$ cat src/rtl/async_fifo_pkg.sv
// Shared constants and types for the async_fifo block.
// Optional feature macro used across the block: ASYNC_FIFO_ERR_FLAGS_EN.
package async_fifo_pkg;

    localparam int DATA_WIDTH_DEF = 8;
    localparam int DEPTH_DEF      = 8;
    localparam int ADDR_WIDTH_DEF = $clog2(DEPTH_DEF);

    // Pointer of the default configuration: array address plus one wrap bit.
    typedef logic [ADDR_WIDTH_DEF:0] ptr_t;

endpackage : async_fifo_pkg

$ cat src/rtl/async_fifo_if.sv
// Producer/consumer bus of async_fifo.
// ASYNC_FIFO_ERR_FLAGS_EN adds the sticky overflow/underflow flags.
interface async_fifo_if
    import async_fifo_pkg::*;
#(
    parameter int DATA_WIDTH = DATA_WIDTH_DEF
);

    logic                  w_en;
    logic                  r_en;
    logic [DATA_WIDTH-1:0] data_in;
    logic [DATA_WIDTH-1:0] data_out;
    logic                  full;
    logic                  empty;
`ifdef ASYNC_FIFO_ERR_FLAGS_EN
    logic                  overflow;
    logic                  underflow;

    modport master (output w_en, r_en, data_in,
                    input  full, empty, data_out, overflow, underflow);
    modport slave  (input  w_en, r_en, data_in,
                    output full, empty, data_out, overflow, underflow);
`else
    modport master (output w_en, r_en, data_in,
                    input  full, empty, data_out);
    modport slave  (input  w_en, r_en, data_in,
                    output full, empty, data_out);
`endif

endinterface : async_fifo_if

$ cat src/rtl/async_fifo_mem.sv
// fifo_mem: simple dual-port RAM, synchronous write port and a registered
// read port whose output register clears on reset.
module fifo_mem #(
    parameter int DATA_WIDTH = 8,
    parameter int ADDR_WIDTH = 3
) (
    input  logic                  clk,
    input  logic                  rst_n,
    input  logic                  we_i,
    input  logic [ADDR_WIDTH-1:0] waddr_i,
    input  logic [DATA_WIDTH-1:0] wdata_i,
    input  logic                  re_i,
    input  logic [ADDR_WIDTH-1:0] raddr_i,
    output logic [DATA_WIDTH-1:0] rdata_o
);

    logic [DATA_WIDTH-1:0] mem_q [2**ADDR_WIDTH];
    logic [DATA_WIDTH-1:0] rdata_q;

    // Write port: store the word at the write address.
    // NOTE: the array has no reset; pointers decide which words are valid, and an unreset array maps onto plain RAM.
    always_ff @(posedge clk) begin
        if (we_i) begin
            mem_q[waddr_i] <= wdata_i;
        end
    end

    // Read port: capture the head word on an accepted read, hold otherwise.
    always_ff @(posedge clk or negedge rst_n) begin
        if (!rst_n) begin
            rdata_q <= '0;
        end else if (re_i) begin
            rdata_q <= mem_q[raddr_i];
        end
    end

    assign rdata_o = rdata_q;

endmodule : fifo_mem

$ cat src/rtl/async_fifo.sv
// async_fifo: single-clock FIFO with wrap-bit pointers and registered read data.
// Define ASYNC_FIFO_ERR_FLAGS_EN to add sticky overflow/underflow outputs.
module async_fifo
    import async_fifo_pkg::*;
#(
    parameter int DATA_WIDTH = DATA_WIDTH_DEF,
    parameter int DEPTH      = DEPTH_DEF,
    parameter int ADDR_WIDTH = $clog2(DEPTH)
) (
    input logic         clk,
    input logic         rst_n,
    async_fifo_if.slave bus
);

    logic [ADDR_WIDTH:0] wptr_q, wptr_d;
    logic [ADDR_WIDTH:0] rptr_q, rptr_d;
    logic                full_w, empty_w;
    logic                wr_accept, rd_accept;

    // Flags come straight from the registered pointers, so a reset clears them at once.
    assign empty_w = (wptr_q == rptr_q);
    assign full_w  = (wptr_q[ADDR_WIDTH] != rptr_q[ADDR_WIDTH]) &&
                     (wptr_q[ADDR_WIDTH-1:0] == rptr_q[ADDR_WIDTH-1:0]);

    // Each request is qualified against the flags as they stood before the edge.
    assign wr_accept = bus.w_en & ~full_w;
    assign rd_accept = bus.r_en & ~empty_w;

    // Next pointer values: advance by one on each accepted request.
    // NOTE: every output of a combinational block gets a default first, otherwise an unassigned path infers a latch.
    always_comb begin
        wptr_d = wptr_q;
        rptr_d = rptr_q;
        if (wr_accept) begin
            wptr_d = wptr_q + 1'b1;
        end
        if (rd_accept) begin
            rptr_d = rptr_q + 1'b1;
        end
    end

    // Pointer registers.
    // NOTE: clocked state uses non-blocking assignments so every register samples pre-edge values.
    always_ff @(posedge clk or negedge rst_n) begin
        if (!rst_n) begin
            wptr_q <= '0;
            rptr_q <= '0;
        end else begin
            wptr_q <= wptr_d;
            rptr_q <= rptr_d;
        end
    end

    fifo_mem #(
        .DATA_WIDTH (DATA_WIDTH),
        .ADDR_WIDTH (ADDR_WIDTH)
    ) u_mem (
        .clk     (clk),
        .rst_n   (rst_n),
        .we_i    (wr_accept),
        .waddr_i (wptr_q[ADDR_WIDTH-1:0]),
        .wdata_i (bus.data_in),
        .re_i    (rd_accept),
        .raddr_i (rptr_q[ADDR_WIDTH-1:0]),
        .rdata_o (bus.data_out)
    );

    assign bus.full  = full_w;
    assign bus.empty = empty_w;

`ifdef ASYNC_FIFO_ERR_FLAGS_EN
    logic overflow_q, underflow_q;

    // Sticky error flags: set on any rejected request, cleared only by reset.
    always_ff @(posedge clk or negedge rst_n) begin
        if (!rst_n) begin
            overflow_q  <= 1'b0;
            underflow_q <= 1'b0;
        end else begin
            overflow_q  <= overflow_q  | (bus.w_en & full_w);
            underflow_q <= underflow_q | (bus.r_en & empty_w);
        end
    end

    assign bus.overflow  = overflow_q;
    assign bus.underflow = underflow_q;
`endif

endmodule : async_fifo

$ cat src/flat_wrapper.sv
// flat-port wrapper written by rule: the top's interface ports become plain ports
module async_fifo_flat import async_fifo_pkg::*;
#(
    parameter int DATA_WIDTH = DATA_WIDTH_DEF,
    parameter int DEPTH      = DEPTH_DEF,
    parameter int ADDR_WIDTH = $clog2(DEPTH)
)
  (clk, rst_n, bus_w_en, bus_r_en, bus_data_in, bus_full, bus_empty, bus_data_out);
  async_fifo_if #(.DATA_WIDTH(DATA_WIDTH)) bus_i ();
  input logic clk;
  input logic rst_n;
  input wire logic [$bits(bus_i.w_en)-1:0] bus_w_en;
  input wire logic [$bits(bus_i.r_en)-1:0] bus_r_en;
  input wire logic [$bits(bus_i.data_in)-1:0] bus_data_in;
  output wire logic [$bits(bus_i.full)-1:0] bus_full;
  output wire logic [$bits(bus_i.empty)-1:0] bus_empty;
  output wire logic [$bits(bus_i.data_out)-1:0] bus_data_out;
  assign bus_i.w_en = bus_w_en;
  assign bus_i.r_en = bus_r_en;
  assign bus_i.data_in = bus_data_in;
  assign bus_full = bus_i.full;
  assign bus_empty = bus_i.empty;
  assign bus_data_out = bus_i.data_out;
  async_fifo #(.DATA_WIDTH(DATA_WIDTH), .DEPTH(DEPTH), .ADDR_WIDTH(ADDR_WIDTH)) u_core (.clk(clk), .rst_n(rst_n), .bus(bus_i));
endmodule
$ cat config.mk
export PLATFORM = sky130hd
export DESIGN_NAME = async_fifo_flat
export DESIGN_NICKNAME = d
export VERILOG_FILES = /design/src/rtl/async_fifo_pkg.sv /design/src/rtl/async_fifo_if.sv /design/src/rtl/async_fifo_mem.sv /design/src/rtl/async_fifo.sv /design/src/flat_wrapper.sv
export SDC_FILE = /design/constraint.sdc
export NUM_CORES = 1
export LEC_CHECK = 0
export ABC_CLOCK_PERIOD_IN_PS = 2000
export CAP_MARGIN = 20
export CELL_PAD_IN_SITES_DETAIL_PLACEMENT = 1
export CELL_PAD_IN_SITES_GLOBAL_PLACEMENT = 1
export CORE_ASPECT_RATIO = 2
export CORE_UTILIZATION = 25
export CTS_CLUSTER_DIAMETER = 200
export DETAILED_ROUTE_END_ITERATION = 10
export PLACE_DENSITY_LB_ADDON = 0.1
export SETUP_SLACK_MARGIN = 0.1
export SYNTH_ARGS = -nofsm -noshare
export SYNTH_HDL_FRONTEND = slang
export SYNTH_HIERARCHICAL = 1
export SYNTH_SLANG_ARGS = --single-unit
$ cat constraint.sdc
create_clock -name clk -period 2 [get_ports clk]
set_input_delay 0.6 -clock clk [delete_from_list [all_inputs] [get_ports clk]]
set_output_delay 0.6 -clock clk [all_outputs]
set_load 0.05 [all_outputs]
==> flow_summary.toml, run 1 <==
[outcome]
violations = "setup timing"
status = "finished, violations left"

[timing]
fin_crit_sh_pct = 113
relSlewSlack_pct = 57.3
setup_viol = 2
skew_ps = 9.72
hold_violations = 0
tightest_slew_ps = 640
rsz0062_at_grt = "yes"
max_freq_ghz = 0.442
finalWorstSetupSlack_ps = -265
layout_min_cycle_time_ps = 2260
drv_slew = 0

[worst_setup_path]
cp-start-kind = "flop"
cp_top_family = "simple AND/OR/NAND/NOR gates"
critPathBufInv = 1
worst_path_max_delay_cell = "dfrtp_2"
required_ps = 1400
crit_path_end_kind = "output pin"
slowest_delay_ps = 450
crit_fanout = 3
critPathArrivalTime_ps = 1660
worstSetupPathType = "flop to output pin"
crit_chain = "xor2_4, or3_4, nor2_4, buf_12"

[synth]
ys_seq_area_share_pct = 67.9
synth_top_family_by_area = "compound AO/OA/AOI/OAI gates"
synth_nets = 227
ys_types = 35
synth_mux_area_share_pct = 7.79
ys_ff_latch = 80
netlist_instances = 213
synthAdderAreaFrac_pct = 0.732
yosysWarnings = 6
syn-cell-area_sq_mm = 0.00342
syn_avg_cell_area_sq_um = 16.1
synth_simple_gate_area_share_pct = 8.41
synthXorXnorAreaFrac_pct = 2.96
synth_compound_area_share_pct = 9.73

[die]
rows = 60
die_w_um = 84.7
die_h_um = 167
coreArea_sq_mm = 0.0134
initial_core_util_pct = 25.6
ioPinCount = 22
dieArea_sq_mm = 0.0142

[power_and_ir_drop]
p_int_mw = 4.72
p_clk_share_pct = 23.2
pwr-share-seq_pct = 32.3
p_sw_share_pct = 37.4
p_leak_nw = 1.67
p_sw_mw = 2.82
p_comb_share_pct = 44.5
ir_worst_vdd_v = 0.000944
p_per_area_mw_per_mm2 = 1670
totalPowerFinal_mw = 7.54

[clock_tree]
clock_latency_ps = 330
cts_sinks = 80
cts_buffers = 9
tritoncts = "yes"
clockRootBuffer = "clkbuf_16"
clkTransAtPathRegs_ps = 60
h-tree-depth = 3
clockBufferDepth = 2

[grt]
grt_usage_pct = 13.5
grt_pass1_wl_um = 13500
grt-ovfl-total = 0
grt_max_degree = 45
grt_pass1_vias = 2267
antenna_found_initial = 0

[final_layout]
final_nets = 282
drive_above_1_share_pct = 31.9
syn2layout_area_growth_pct = 32.1
antennaDiodeCount = 0

[min_path]
hp-class = "flop to flop"

[route]
totalWireLength_um = 8940
postRouteAntennaNets = 0
drc = 0
via_count = 1993
drtIter0Drc = 62
wl_per_cell_um = 20.9
viasPerCell = 4.66
detail_route.first_pass.iterations = 6

[placed_design]
hpwl_um = 6650
pre_cts_slack_ps = -193
routabilityCongestion = 0.691
io_buffers = 21

[job]
drv_cap = 0
==> cells in the final DEF, fill, tap and decap left out, types with 3 or more instances in the layout <==
| cell type | synthesis | layout |
|---|---|---|
| edfxtp_1 | 64 | 64 |
| buf_4 | 2 | 30 |
| mux2i_1 | 24 | 24 |
| nor2b_1 | 16 | 15 |
| dfrtp_1 | 16 | 12 |
| clkdlybuf4s50_1 | 0 | 11 |
| clkbuf_16 | 0 | 9 |
| a22oi_1 | 8 | 8 |
| nand3_1 | 8 | 8 |
| a211o_1 | 8 | 8 |
| a41o_1 | 8 | 8 |
| buf_12 | 0 | 7 |
| nor2_4 | 0 | 5 |
| buf_6 | 2 | 5 |
| xnor2_1 | 5 | 4 |
| dfrtp_2 | 0 | 4 |
| nor2_2 | 1 | 4 |
| inv_1 | 4 | 3 |
| nand2_1 | 4 | 3 |
| nand2b_1 | 4 | 3 |
==> per-stage QoR <==
stage,cell area (sq um),hold WS (ps),util [%],setup TNS [ps],cells
3_5_place_dp,4100,596,30.7,-7620,411
3_3_place_gp,4100,586,30.7,-5520,411
2_1_floorplan,3480,304,-,-88.0,213
4_1_cts,4470,616,33.4,-567,428
5_1_grt,4520,652,33.8,-605,428
6_report,4520,611,33.8,-525,428
==> timing repair <==
item	in CTS	in global routing
endpoints found under the setup margin	69	71
gates cloned	0	0
gates resized for setup	8	9
setup buffers	1	1
pin swaps	7	5
hold buffers	0	0
==> logic make-up after synthesis <==
kind of cell	Yosys count
AO/OA/AOI/OAI	32
AND/OR/NAND/NOR	51
multiplexers	26
flip-flops	80
buffers and inverters	13
XOR/XNOR	9
adder cells (fa/ha/maj)	2
==> state kept, by name, indices dropped and copies added, names as in the netlist <==
signal,cells
u_core/rptr_q,4
u_core/u_mem/rdata_o,8
u_core/wptr_q,4
u_core/u_mem/mem_q,64
==> tightest hold or removal path: cells and delay by family (launching register included) <==
family           cells  cell delay (ps)
AO/OA/AOI/OAI        1              100
flip-flops           1              340
AND/OR/NAND/NOR      1              140
==> synth_stat cells, drive strengths merged <==
cell	count	share of area, %
a211o	8	2.0
a22oi	8	1.8
a41o	8	2.3
and2	2	0.37
and2b	1	0.22
and4	2	0.51
buf	8	1.9
clkbuf	1	0.11
dfrtp	16	12
edfxtp	64	56
ha	2	0.73
inv	4	0.44
mux2	2	0.77
mux2i	24	7.0
nand2	4	0.44
nand2b	4	0.73
nand3	8	1.2
nand4	2	0.37
nor2	9	1.1
nor2b	16	2.9
nor3	2	0.29
o311ai	4	1.5
o41ai	4	2.1
or3	1	0.33
xnor2	5	1.3
xor2	4	1.7
==> power groups by stage <==
stage	combinational [mW]	sequential, mW	clock [mW]
final	3.36	2.44	1.75
after floorplan	1.72	2.76	0
after detailed placement	3.28	2.47	0
after CTS	3.36	2.45	1.81
after global placement	3.24	2.47	0
after global routing	3.58	2.48	1.85
==> worst paths after layout <==
path / start / end / slack, ps / depth (start not counted)
setup / recovery: u_core/wptr_q[0] / bus_full / -260 / 4
hold / removal: u_core/u_mem/rdata_o[6] / u_core/u_mem/rdata_o[6] / 610 / 2
setup reg to reg: u_core/rptr_q[1] / u_core/u_mem/mem_q[4][1] / 130 / 7
hold reg to reg: u_core/u_mem/rdata_o[6] / u_core/u_mem/rdata_o[6] / 610 / 2
max in group asynchronous: rst_n / u_core/wptr_q[1] / 1120 / 2
min in group asynchronous: rst_n / u_core/rptr_q[3] / 620 / 2
==> per-layer routing <==
layer	share of wire [%]	track usage [%]
met1	36	13.2
met2	61	27.1
met3	1.7	2.02
met4	1.7	5.31
met5	0	0
==> layout make-up <==
| class | instances | area (sq um) |
|---|---|---|
| repair buffers | 53 | 532 |
| inverters | 4 | 15.0 |
| well taps | 155 | 194 |
| clock inverters | 5 | 81.3 |
| clock buffers | 11 | 243 |
| fillers | 1400 | 8840 |
| flip-flops and latches | 80 | 2330 |
| multi-input cells | 120 | 1130 |
Note: power is estimated with default switching activity, not from simulation.
==> run 2: changes to the inputs <==
--- a/config.mk
+++ b/config.mk
@@ -13,7 +13,8 @@
 export CORE_UTILIZATION = 25
 export CTS_CLUSTER_DIAMETER = 200
 export DETAILED_ROUTE_END_ITERATION = 10
-export PLACE_DENSITY_LB_ADDON = 0.1
+export GPL_ROUTABILITY_DRIVEN = 0
+export PLACE_DENSITY = 0.52
 export SETUP_SLACK_MARGIN = 0.1
 export SYNTH_ARGS = -nofsm -noshare
 export SYNTH_HDL_FRONTEND = slang
==> run 2 against run 1 <==
Against the previous run: clock power decreased by 3%; fmax is 0.74% higher; critical path depth unchanged; largest power group unchanged; cell count increased by 0.23%; register-to-register slack improved by 30 ps; combinational power shrank 1%; first-iteration DRC count up 32%; clock skew down 4.1 ps; clock-buffer cell count shrank 2; routed wire length fell by 3.2%; the flow still finishes with violations (setup timing); highest routed layer unchanged; sequential share of layout area rose by 0.62 points; sequential power about the same.
==> flow_summary.toml, run 2 (same netlist as run 1, synthesis figures left out) <==
[outcome]
status = "finished, violations left"
violations = "setup timing"

[timing]
finalWorstSetupSlack_ps = -248
drv_slew = 0
skew_ps = 5.62
hold_violations = 0
fin_crit_sh_pct = 112
tightest_slew_ps = 429
max_freq_ghz = 0.445
relSlewSlack_pct = 71.3
setup_viol = 2
layout_min_cycle_time_ps = 2250
rsz0062_at_grt = "yes"

[route]
via_count = 2019
detail_route.first_pass.iterations = 6
drc = 0
viasPerCell = 4.71
wl_per_cell_um = 20.2
postRouteAntennaNets = 0
drtIter0Drc = 82
totalWireLength_um = 8660

[worst_setup_path]
crit_fanout = 3
worstSetupPathType = "flop to output pin"
crit_path_end_kind = "output pin"
required_ps = 1400
slowest_delay_ps = 450
worst_path_max_delay_cell = "dfrtp_2"
crit_chain = "xor2_4, or3_4, nor2_4, buf_12"
cp-start-kind = "flop"
critPathArrivalTime_ps = 1650

[final_layout]
final_common_cell = "edfxtp_1"
antennaDiodeCount = 0
largest_register_ffs = 64
regMostFlops = "u_core/u_mem/mem_q"
final_util_pct = 33.4
final_cell_mix = "edfxtp_1 (64), buf_4 (36), mux2i_1 (24)"
drive_above_1_share_pct = 32.5
final_nets = 283
syn2layout_area_growth_pct = 30.5

[die]
rows = 60
dieArea_sq_mm = 0.0142
initial_core_util_pct = 25.6
die_w_um = 84.7
ioPinCount = 22
coreArea_sq_mm = 0.0134
die_h_um = 167

[power_and_ir_drop]
p_leak_nw = 1.65
p_per_area_mw_per_mm2 = 1660
totalPowerFinal_mw = 7.42
ir_worst_vdd_v = 0.000764

[clock_tree]
clockBufferDepth = 2
cts_sinks = 80
h-tree-depth = 3
tritoncts = "yes"
cts_buffers = 9
clock_latency_ps = 330
clkTransAtPathRegs_ps = 60
clockRootBuffer = "clkbuf_16"

[grt]
antenna_found_initial = 0
grt-ovfl-total = 0
grt_pass1_wl_um = 13200
grt_max_degree = 45
grt_usage_pct = 13.0
grt_pass1_vias = 2270

[placed_design]
io_buffers = 21
hpwl_um = 6440

[min_path]
hp-class = "flop to flop"

[job]
drv_cap = 0
[run 2: changes by cell type in the layout (fill, tap and decap cells not counted), moves of 3 or more]
| cell | before | now |
|---|---|---|
| buf_4 | 30 | 36 |
| buf_6 | 5 | 0 |
| clkinv_1 | 0 | 3 |
| nor2_2 | 4 | 7 |
| nor2_4 | 5 | 2 |
| nor2b_1 | 15 | 12 |
| nor2b_2 | 0 | 3 |
[run 2: critical path: cells and delay by family (launching register included)]
kind	cells	cell delay, ps
xor gates and xnor gates	1	190
buffers and inverters	1	140
and+or+nand+nor	2	530
DFF	1	450
[run 2: path summary, 6_finish.rpt]
| kind | start | to | slack [ps] | cells after the start |
|---|---|---|---|---|
| min in group asynchronous | rst_n | u_core/rptr_q[3] | 610 | 2 |
| hold / removal | u_core/u_mem/rdata_o[5] | u_core/u_mem/rdata_o[5] | 590 | 2 |
| max in group asynchronous | rst_n | u_core/wptr_q[0] | 1150 | 2 |
| setup reg to reg | u_core/rptr_q[0] | u_core/rptr_q[1] | 160 | 5 |
| hold reg to reg | u_core/u_mem/rdata_o[5] | u_core/u_mem/rdata_o[5] | 590 | 2 |
| setup / recovery | u_core/rptr_q[0] | bus_full | -250 | 4 |
[run 2: layout make-up]
cell class / count / area [sq um]
Fill cell: 1388 / 8900
Clock inverter: 7 / 86.3
Inverter: 4 / 15.0
Clock buffer: 9 / 225
Timing Repair Buffer: 54 / 514
Multi-Input combinational cell: 120 / 1100
Tap cell: 155 / 194
Sequential cell: 80 / 2330
[run 2: power breakdown]
part / switching (mW) / leakage [nW] / internal [mW]
registers: 0.214 / 0.769 / 2.20
clock network: 0.621 / 0.144 / 1.08
logic: 1.92 / 0.741 / 1.39
total: 2.75 / 1.65 / 4.67
[run 2: per-stage QoR]
| stage | hold WS [ps] | worst slack [ps] | area [sq um] | std cells | setup TNS (ps) |
|---|---|---|---|---|---|
| 6_report | 594 | -248 | 4460 | 429 | -496 |
| 3_5_place_dp | 598 | -109 | 4100 | 411 | -5450 |
| 5_1_grt | 626 | -308 | 4460 | 429 | -613 |
| 4_1_cts | 606 | -280 | 4410 | 427 | -560 |
| 2_1_floorplan | 304 | -55.7 | 3480 | 213 | -88.0 |
| 3_3_place_gp | 594 | -94.0 | 4100 | 411 | -4420 |
[run 2: layer usage]
metal,track usage (%),wire length (um),up-vias,part of all wire (%)
met5,0,0,-,0
met4,6.78,240,0,2.8
met3,1.77,175,13,2.0
met2,26.3,5230,38,60
met1,12.2,3010,1032,35
li1,-,-,936,-
[run 2: repair_timing]
| action | in CTS | in global routing |
|---|---|---|
| resized for setup | 0 | 11 |
| endpoints found under the setup margin | 3 | 75 |
| pin swaps | 2 | 1 |
| hold buffers | 0 | 0 |
| gates cloned | 0 | 0 |
| buffers inserted | 0 | 2 |
